$ cat config.mk
export PLATFORM = sky130hd
export DESIGN_NAME = data_mem_bus
export DESIGN_NICKNAME = d
export VERILOG_FILES = /design/src/rtl/data_mem_bus.sv
export SDC_FILE = /design/constraint.sdc
export NUM_CORES = 2
export LEC_CHECK = 0
export BUFFER_PORTS_ARGS = -buffer_cell sky130_fd_sc_hd__buf_2
export CORE_UTILIZATION = 56
export CTS_CLUSTER_SIZE = 30
export DETAILED_ROUTE_END_ITERATION = 10
export MAX_ROUTING_LAYER = met4
export PLACE_DENSITY = 0.72
export REMOVE_ABC_BUFFERS = 1
export SETUP_SLACK_MARGIN = 0.05
export SLEW_MARGIN = 20
export SYNTH_ARGS = -nofsm -noshare
export SYNTH_HDL_FRONTEND = slang
export SYNTH_SLANG_ARGS = --single-unit
$ cat constraint.sdc
create_clock -name clk -period 3.45 [get_ports clk]
set_input_delay 0.345 -clock clk [delete_from_list [all_inputs] [get_ports clk]]
set_output_delay 0.345 -clock clk [all_outputs]
set_load 0.1 [all_outputs]
$ cat src/rtl/data_mem_bus.sv
`default_nettype none
// ============================================================================
//  Module   : data_mem_bus
//  Purpose  : Data-side responder for a single-cycle core. Decodes each word
//             address into a word-addressed RAM, a few memory-mapped
//             registers (LED, CYCLES counter) and a byte-wide transmit FIFO.
//             Loads are combinational. Every state change happens on the
//             rising clock edge.
//  Ports    : clk, reset      - clock and synchronous active-high reset
//             Addr, WriteData - byte address / store data from the core
//             MemWrite        - store strobe
//             ReadData        - combinational load data
//             LED             - LED register contents
//             TxValid, TxData - FIFO head handshake toward the transmitter
//             TxReady         - transmitter accepts TxData this cycle
//  Revision : 1.0 - initial release
// ============================================================================
module data_mem_bus #(
    parameter int unsigned RAM_WORDS = 64,
    parameter int unsigned TX_DEPTH  = 4
) (
    input  logic        clk,
    input  logic        reset,
    input  logic [31:0] Addr,
    input  logic [31:0] WriteData,
    input  logic        MemWrite,
    output logic [31:0] ReadData,
    output logic [31:0] LED,
    output logic        TxValid,
    output logic [7:0]  TxData,
    input  logic        TxReady
);

    localparam int unsigned c_RAM_AW = $clog2(RAM_WORDS);
    localparam int unsigned c_PW     = $clog2(TX_DEPTH);
    localparam int unsigned c_CW     = c_PW + 1;

    localparam logic [29:0] c_WA_LED   = 30'h0000_0400;  // 0x1000 >> 2
    localparam logic [29:0] c_WA_CYC   = 30'h0000_0401;  // 0x1004 >> 2
    localparam logic [29:0] c_WA_TXDAT = 30'h0000_0402;  // 0x1008 >> 2
    localparam logic [29:0] c_WA_TXCLR = 30'h0000_0403;  // 0x100C >> 2

    // Byte offset bits are meaningless: every access is a full word.
    logic unused_addr_bits;
    assign unused_addr_bits = ^Addr[1:0];

    // ------------------------------------------------------------------
    // State
    // ------------------------------------------------------------------
    logic [31:0]     mem_q [RAM_WORDS];
    logic [7:0]      fifo_q [TX_DEPTH];
    logic [31:0]     led_q,    led_d;
    logic [31:0]     cyc_q,    cyc_d;
    logic [c_PW-1:0] rd_ptr_q, rd_ptr_d;
    logic [c_PW-1:0] wr_ptr_q, wr_ptr_d;
    logic [c_CW-1:0] count_q,  count_d;
    logic            ovf_q,    ovf_d;

    // ------------------------------------------------------------------
    // Address decode
    // ------------------------------------------------------------------
    logic [29:0]         w_word;
    logic                w_sel_ram;
    logic                w_sel_led;
    logic                w_sel_cyc;
    logic                w_sel_txdat;
    logic                w_sel_txclr;
    logic [c_RAM_AW-1:0] w_ram_idx;

    assign w_word      = Addr[31:2];
    assign w_sel_ram   = (Addr[31:c_RAM_AW+2] == '0);
    assign w_sel_led   = (w_word == c_WA_LED);
    assign w_sel_cyc   = (w_word == c_WA_CYC);
    assign w_sel_txdat = (w_word == c_WA_TXDAT);
    assign w_sel_txclr = (w_word == c_WA_TXCLR);
    assign w_ram_idx   = Addr[c_RAM_AW+1:2];

    // ------------------------------------------------------------------
    // FIFO handshake
    // ------------------------------------------------------------------
    logic w_full, w_empty, w_push, w_pop, w_push_ok;

    assign w_full    = (count_q == c_CW'(TX_DEPTH));
    assign w_empty   = (count_q == '0);
    assign w_pop     = !w_empty && TxReady;
    assign w_push    = MemWrite && w_sel_txdat;
    // A push into a full FIFO only fits if the head leaves in the same cycle.
    assign w_push_ok = w_push && (!w_full || w_pop);

    // ------------------------------------------------------------------
    // Next-state logic
    // ------------------------------------------------------------------
    always_comb begin
        led_d    = led_q;
        cyc_d    = cyc_q + 32'd1;
        rd_ptr_d = rd_ptr_q;
        wr_ptr_d = wr_ptr_q;
        count_d  = count_q;
        ovf_d    = ovf_q;

        if (MemWrite && w_sel_led) led_d = WriteData;
        // A store to the counter wins over the increment.
        if (MemWrite && w_sel_cyc) cyc_d = WriteData;

        if (w_pop)     rd_ptr_d = rd_ptr_q + c_PW'(1);
        if (w_push_ok) wr_ptr_d = wr_ptr_q + c_PW'(1);

        if (w_push_ok && !w_pop)      count_d = count_q + c_CW'(1);
        else if (!w_push_ok && w_pop) count_d = count_q - c_CW'(1);

        if (MemWrite && w_sel_txclr)       ovf_d = 1'b0;
        else if (w_push && w_full && !w_pop) ovf_d = 1'b1;
    end

    // ------------------------------------------------------------------
    // Registers (FIFO storage is cleared too so TxData reads 0 after reset)
    // ------------------------------------------------------------------
    always_ff @(posedge clk) begin
        if (reset) begin
            led_q    <= '0;
            cyc_q    <= '0;
            rd_ptr_q <= '0;
            wr_ptr_q <= '0;
            count_q  <= '0;
            ovf_q    <= 1'b0;
            for (int i = 0; i < int'(TX_DEPTH); i++) fifo_q[i] <= '0;
        end else begin
            led_q    <= led_d;
            cyc_q    <= cyc_d;
            rd_ptr_q <= rd_ptr_d;
            wr_ptr_q <= wr_ptr_d;
            count_q  <= count_d;
            ovf_q    <= ovf_d;
            // When full with a simultaneous pop, wr_ptr equals rd_ptr: the
            // departing head is read this cycle and its slot becomes the tail.
            if (w_push_ok) fifo_q[wr_ptr_q] <= WriteData[7:0];
        end
    end

    // RAM contents are not reset; stores are still blocked during reset.
    always_ff @(posedge clk) begin
        if (!reset && MemWrite && w_sel_ram) mem_q[w_ram_idx] <= WriteData;
    end

    // ------------------------------------------------------------------
    // Load path (pre-edge state, no side effects)
    // ------------------------------------------------------------------
    logic [31:0] w_status;
    assign w_status = {24'd0, 4'(count_q), 1'b0, ovf_q, w_empty, w_full};

    always_comb begin
        ReadData = '0;
        if (w_sel_ram)        ReadData = mem_q[w_ram_idx];
        else if (w_sel_led)   ReadData = led_q;
        else if (w_sel_cyc)   ReadData = cyc_q;
        else if (w_sel_txdat) ReadData = w_status;
    end

    assign LED     = led_q;
    assign TxValid = !w_empty;
    assign TxData  = fifo_q[rd_ptr_q];

endmodule
`default_nettype wire

; ---- Word level (Yosys, flattened, before mapping)
; Memory sizes are Yosys's and may differ from the RTL's. A register that Yosys moved wholly into a read port is not among the register bits.
; Cells that the tools add are included.
[word_totals]
latchBits = 0
regBits = 72
input_bits = 68
mem_count = 2
out_inout_bits = 73
mem_bits_rw = 2080
wordCells = 60
rom_bits = 0
[memory_table]
columns = memory, depth, width, rd, rd_ports_with_merged_regs, wr, line_no
row1 = mem_q, 64, 32, 1, 0, 1, 50  ; logic [31:0] mem_q [RAM_WORDS];
row2 = fifo_q, 4, 8, 1, 1, 4, 51  ; logic [7:0] fifo_q [TX_DEPTH];
[op_classes]
n_mux = 19
magnitude_cmp = 0
reduce_logical = 23
bitwise = 0
shift = 0
div_mod_pow = 0
add_sub_neg = 5
eq_ne = 5
mul = 0
[ops]
columns = op, n
row1 = $mux 32, 4
row2 = $eq 30x11->1 const B, 4
row3 = $add 32x1->32 const B, 1
row4 = $logic_not 24->1, 1
row5 = $logic_and 1x1->1, 12
row6 = $mux 1, 8
row7 = $mux 8, 1
row8 = $reduce_or 8->1, 1
row9 = $mux 7, 1
row10 = $mux 2, 3
row11 = $mux 3, 2
row12 = $logic_not 1->1, 5
row13 = $add 2x1->2 const B, 2
row14 = $add 3x1->3 const B, 1
row15 = $eq 3x3->1 const B, 1
row16 = $logic_not 3->1, 1
row17 = $sub 3x1->3 const B, 1
row18 = $reduce_bool 2->1, 1
row19 = $reduce_or 2->1, 1
row20 = $logic_or 1x1->1, 1

; ---- Longest topological paths before layout
[depth]
word_depth = 10
depth_mapped = 12
depth_no_buf = 11

; ---- Worst setup path before layout
; No wires, ideal clock.
[synth_path]
path_kind = input to output
start = input port Addr[2]
end = output port ReadData[11]
path_slack_ns = -1.017
arrival_ns = 4.122
path_buffers = 6
t_required_ns = 3.105
path_stages = 9
path_cell_list = buf_6 buf_6 buf_6 buf_6 buf_4 buf_4 o311ai_0 a211oi_1 a311oi_1
[synth_via]
elab_chain_cells = 4
word_cells_on_any_way = 6
cone_classes = eq/ne: 2 / mux: 3 / memory: 1
[synth_lines]
columns = item, line_no
row1 = "start, declared", 24  ; input logic [31:0] Addr,
row2 = "parallel branches: the longest is 3 deep, another holds $mem_v2 64x32", --
row3 = $mux 32 *, 153  ; if (w_sel_ram) ReadData = mem_q[w_ram_idx];
row4 = "end, declared", 27  ; output logic [31:0] ReadData,
; Every way passes the cells marked *.

; ---- Final worst setup path
[layout_path]
start = memory mem_q[34][2]
end = output port ReadData[2]
[layout_via]
elab_chain_cells = 2
[layout_lines]
columns = item, line_no
row1 = "start, declared", 50
row2 = $mem_v2 64x32, --
row3 = $mux 32, 153
; Every way passes these cells.

==> run summary <==
Status - complete, but fails checks
Failing checks - setup timing
Cell taking the most area after synthesis - edfxtp_1
Die width - 390 µm
EDFF count, synth - 2,080
IO Pins - 141
Required @ worst endpoint - 3.11 ns
Via count - 53,600
Htree depth - 4
VDD IR-drop max - 545 µV
PortBufs - 138
NumNets Final - 5,459
Slowest CP cell - mux4_2
Mean post-synth cell area - 18.1 µm²
Tot GR Track Use - 39.8%
Root Driver - clkbuf_16
Max Slew Vio Count - 0
Unrepaired setup endpoints after global routing - true
Final worst path period share - 111%
Lkg Pwr - 33.5 nW
DR vias/cell - 7.09
Die area - 152,000 µm²
Worst setup margin - -0.382 ns
Global-route wire length before repair - 401,000 µm
Clock Path Buffers - 3
Post-Layout Cell Count - 7,563
Site row count - 141
Hold crit path type - primary input to flop
Syn Inst Count - 4,650
Ys async rst share - 0%
Clk_lat worst skew - 0.88 ns
DR DRC count - 0
Initial Util - 56.7%
Reg2reg setup slack - 0.93 ns
Share of post-route cells with drive strength above 1 - 30.2%
Hold path depth - 1
Vias in the first global route - 50,900
Area Growth Syn to Fin - 20.6%
Synth Warn # - 0
Hold WS - 0.0585 ns
Drt pass-1 iters - 8
Worst Setup Path Type - flop to primary output
Max Freq - 261 MHz
Worst slew pin tran - 1.23 ns
Hpwl dp - 188,000 µm
Yosys reg bits - 2,154
Final wirelength - 294,000 µm
Crit start category - flop
Crit end category - primary output
Placed insts - 7,182
CTS Buf Count - 207
Pin count of the biggest net entering global routing - 71
CTS Sinks - 2,154
Final GP Congestion - 1.01
Crit-path max cell delay - 0.49 ns
Post-synthesis sequential area ratio - 76.0%
Yosys cell types - 83
CTS tree - done
Synth Cell Area - 84,100 µm²
Largest cells by area after synthesis - edfxtp_1, mux4_2, mux2i_1
Power Density - 534 nW/µm²
Place WS - -0.627 ns
Top cells by count, synth - edfxtp_1, nor2_1, mux2i_1
Post-route ant nets - 0
Max-Cap Viols - 0
Wire per inst - 38.9 µm
Critical path peak fanout - 2
CP Cell Sequence - mux4_2 > nand3_2 > nand4_1 > buf_4 > nor3_4 > and4bb_2 > o22ai_4 > buf_12
Core ar. - 148,000 µm²
Synth Flop Type - edfxtp_1
Skew final - 0.0311 ns
CTS clk-pin slew, worst paths - 0.06 ns
Worst reg-to-reg path cell count - 7
Detailed Route Iter0 Violations - 10,100
Initial antenna violation count - 13
Overflow after GRT - 0
Worst slew margin - 18.0%
Worst Path Arrival - 3.49 ns
Final min period - 3.83 ns
Hold Vio Cnt, Final - 0
Pwr Total - 0.0542 W
Most frequent cell after synthesis - edfxtp_1
DIE HEIGHT - 390 µm
Synth top area share - 74.2%
Final setup vio count - 9
## final cells by class
type	count	area, µm²
Tap cell	2002	2500
Fill cell	9277	46900
Clock inverter	122	1120
Inverter	10	43.8
Clock buffer	250	5340
Sequential cell	2154	63900
Timing Repair Buffer	842	8460
Antenna cell	10	25.0
Multi-Input combinational cell	2173	20000
## cells in the final DEF (no fill, tap or decap), types with 74 or more instances in the layout
cell type / synthesis / final
edfxtp_1: 2080 / 2080
buf_4: 53 / 544
mux2i_1: 239 / 233
mux4_2: 210 / 211
clkbuf_16: 0 / 209
nor2_1: 260 / 185
buf_12: 3 / 169
nand2_1: 177 / 168
a221oi_1: 198 / 159
a21oi_1: 175 / 149
a22oi_1: 127 / 122
buf_2: 106 / 98
o21ai_0: 106 / 89
o22ai_1: 90 / 80
mux2_2: 84 / 79
dfxtp_1: 74 / 74
## cells by family (layout without fill, tap and decap cells)
kind of cell,Yosys count,after routing,share of synthesized area [%]
compound gates,915,915,7.77
flops,2154,2154,76.0
other cells,0,10,0
simple gates,671,671,3.62
buf+inv,323,1224,2.27
mux,548,548,9.90
fa+ha+maj,3,3,0.0535
xor+xnor,36,36,0.375
## layer usage
| layer | vias to the layer above | part of all wire [%] | GRT usage [%] |
|---|---|---|---|
| met4 | 0 | 7.0 | 22.0 |
| met1 | 26800 | 33 | 50.6 |
| met2 | 5231 | 44 | 56.6 |
| met5 | - | 0 | - |
| li1 | 20600 | - | - |
| met3 | 1097 | 17 | 13.2 |
## through the flow
| stage | cell area [µm²] | TNS, ns | utilization, % |
|---|---|---|---|
| floorplan | 82300 | -146.09 | - |
| global placement | 93500 | -5.84 | 63.1 |
| detailed placement | 93600 | -5.62 | 63.1 |
| CTS | 101000 | -1.25 | 68.0 |
| global route | 101000 | -1.71 | 68.4 |
| finish | 101000 | -1.73 | 68.4 |
## critical path, delay by kind of cell (launching register included)
| family | cells | cell delay (ns) |
|---|---|---|
| AND/OR/NAND/NOR | 4 | 1.16 |
| multiplexers | 1 | 0.49 |
| buffers and inverters | 2 | 0.49 |
| flip-flops | 1 | 0.38 |
| AO/OA/AOI/OAI | 1 | 0.10 |
## sequential cells by signal, summed over array words and instances, names as in the netlist, named ones only
| name | count |
|---|---|
| mem_q | 2048 |
| LED | 32 |
| cyc_q | 32 |
| fifo_q | 32 |
| count_q | 3 |
| rd_ptr_q | 2 |
| wr_ptr_q | 2 |
| ovf_q | 1 |
## path summary, 6_finish.rpt
kind / endpoint / from
max: ReadData[2] / mem_q[34][2]
min reg2reg: LED[23] / LED[23]
min: mem_q[40][28] / WriteData[28]
max reg2reg: cyc_q[31] / cyc_q[10]
## power breakdown
group / total [W] / leakage (nW) / switching (W) / internal, W
logic: 0.00366 / 11.0 / 0.00242 / 0.00124
clock network: 0.0218 / 3.13 / 0.0100 / 0.0118
registers: 0.0287 / 19.3 / 0.00000864 / 0.0287
## repair_timing
action	in CTS	in global routing
resized for setup	163	96
pin swaps	63	45
endpoints found under the setup margin	31	31
hold buffers	6	1
cloned	1	1
endpoints found under the hold margin	18	6
setup buffers	1	0
Note: power is estimated with default switching activity, not from simulation.
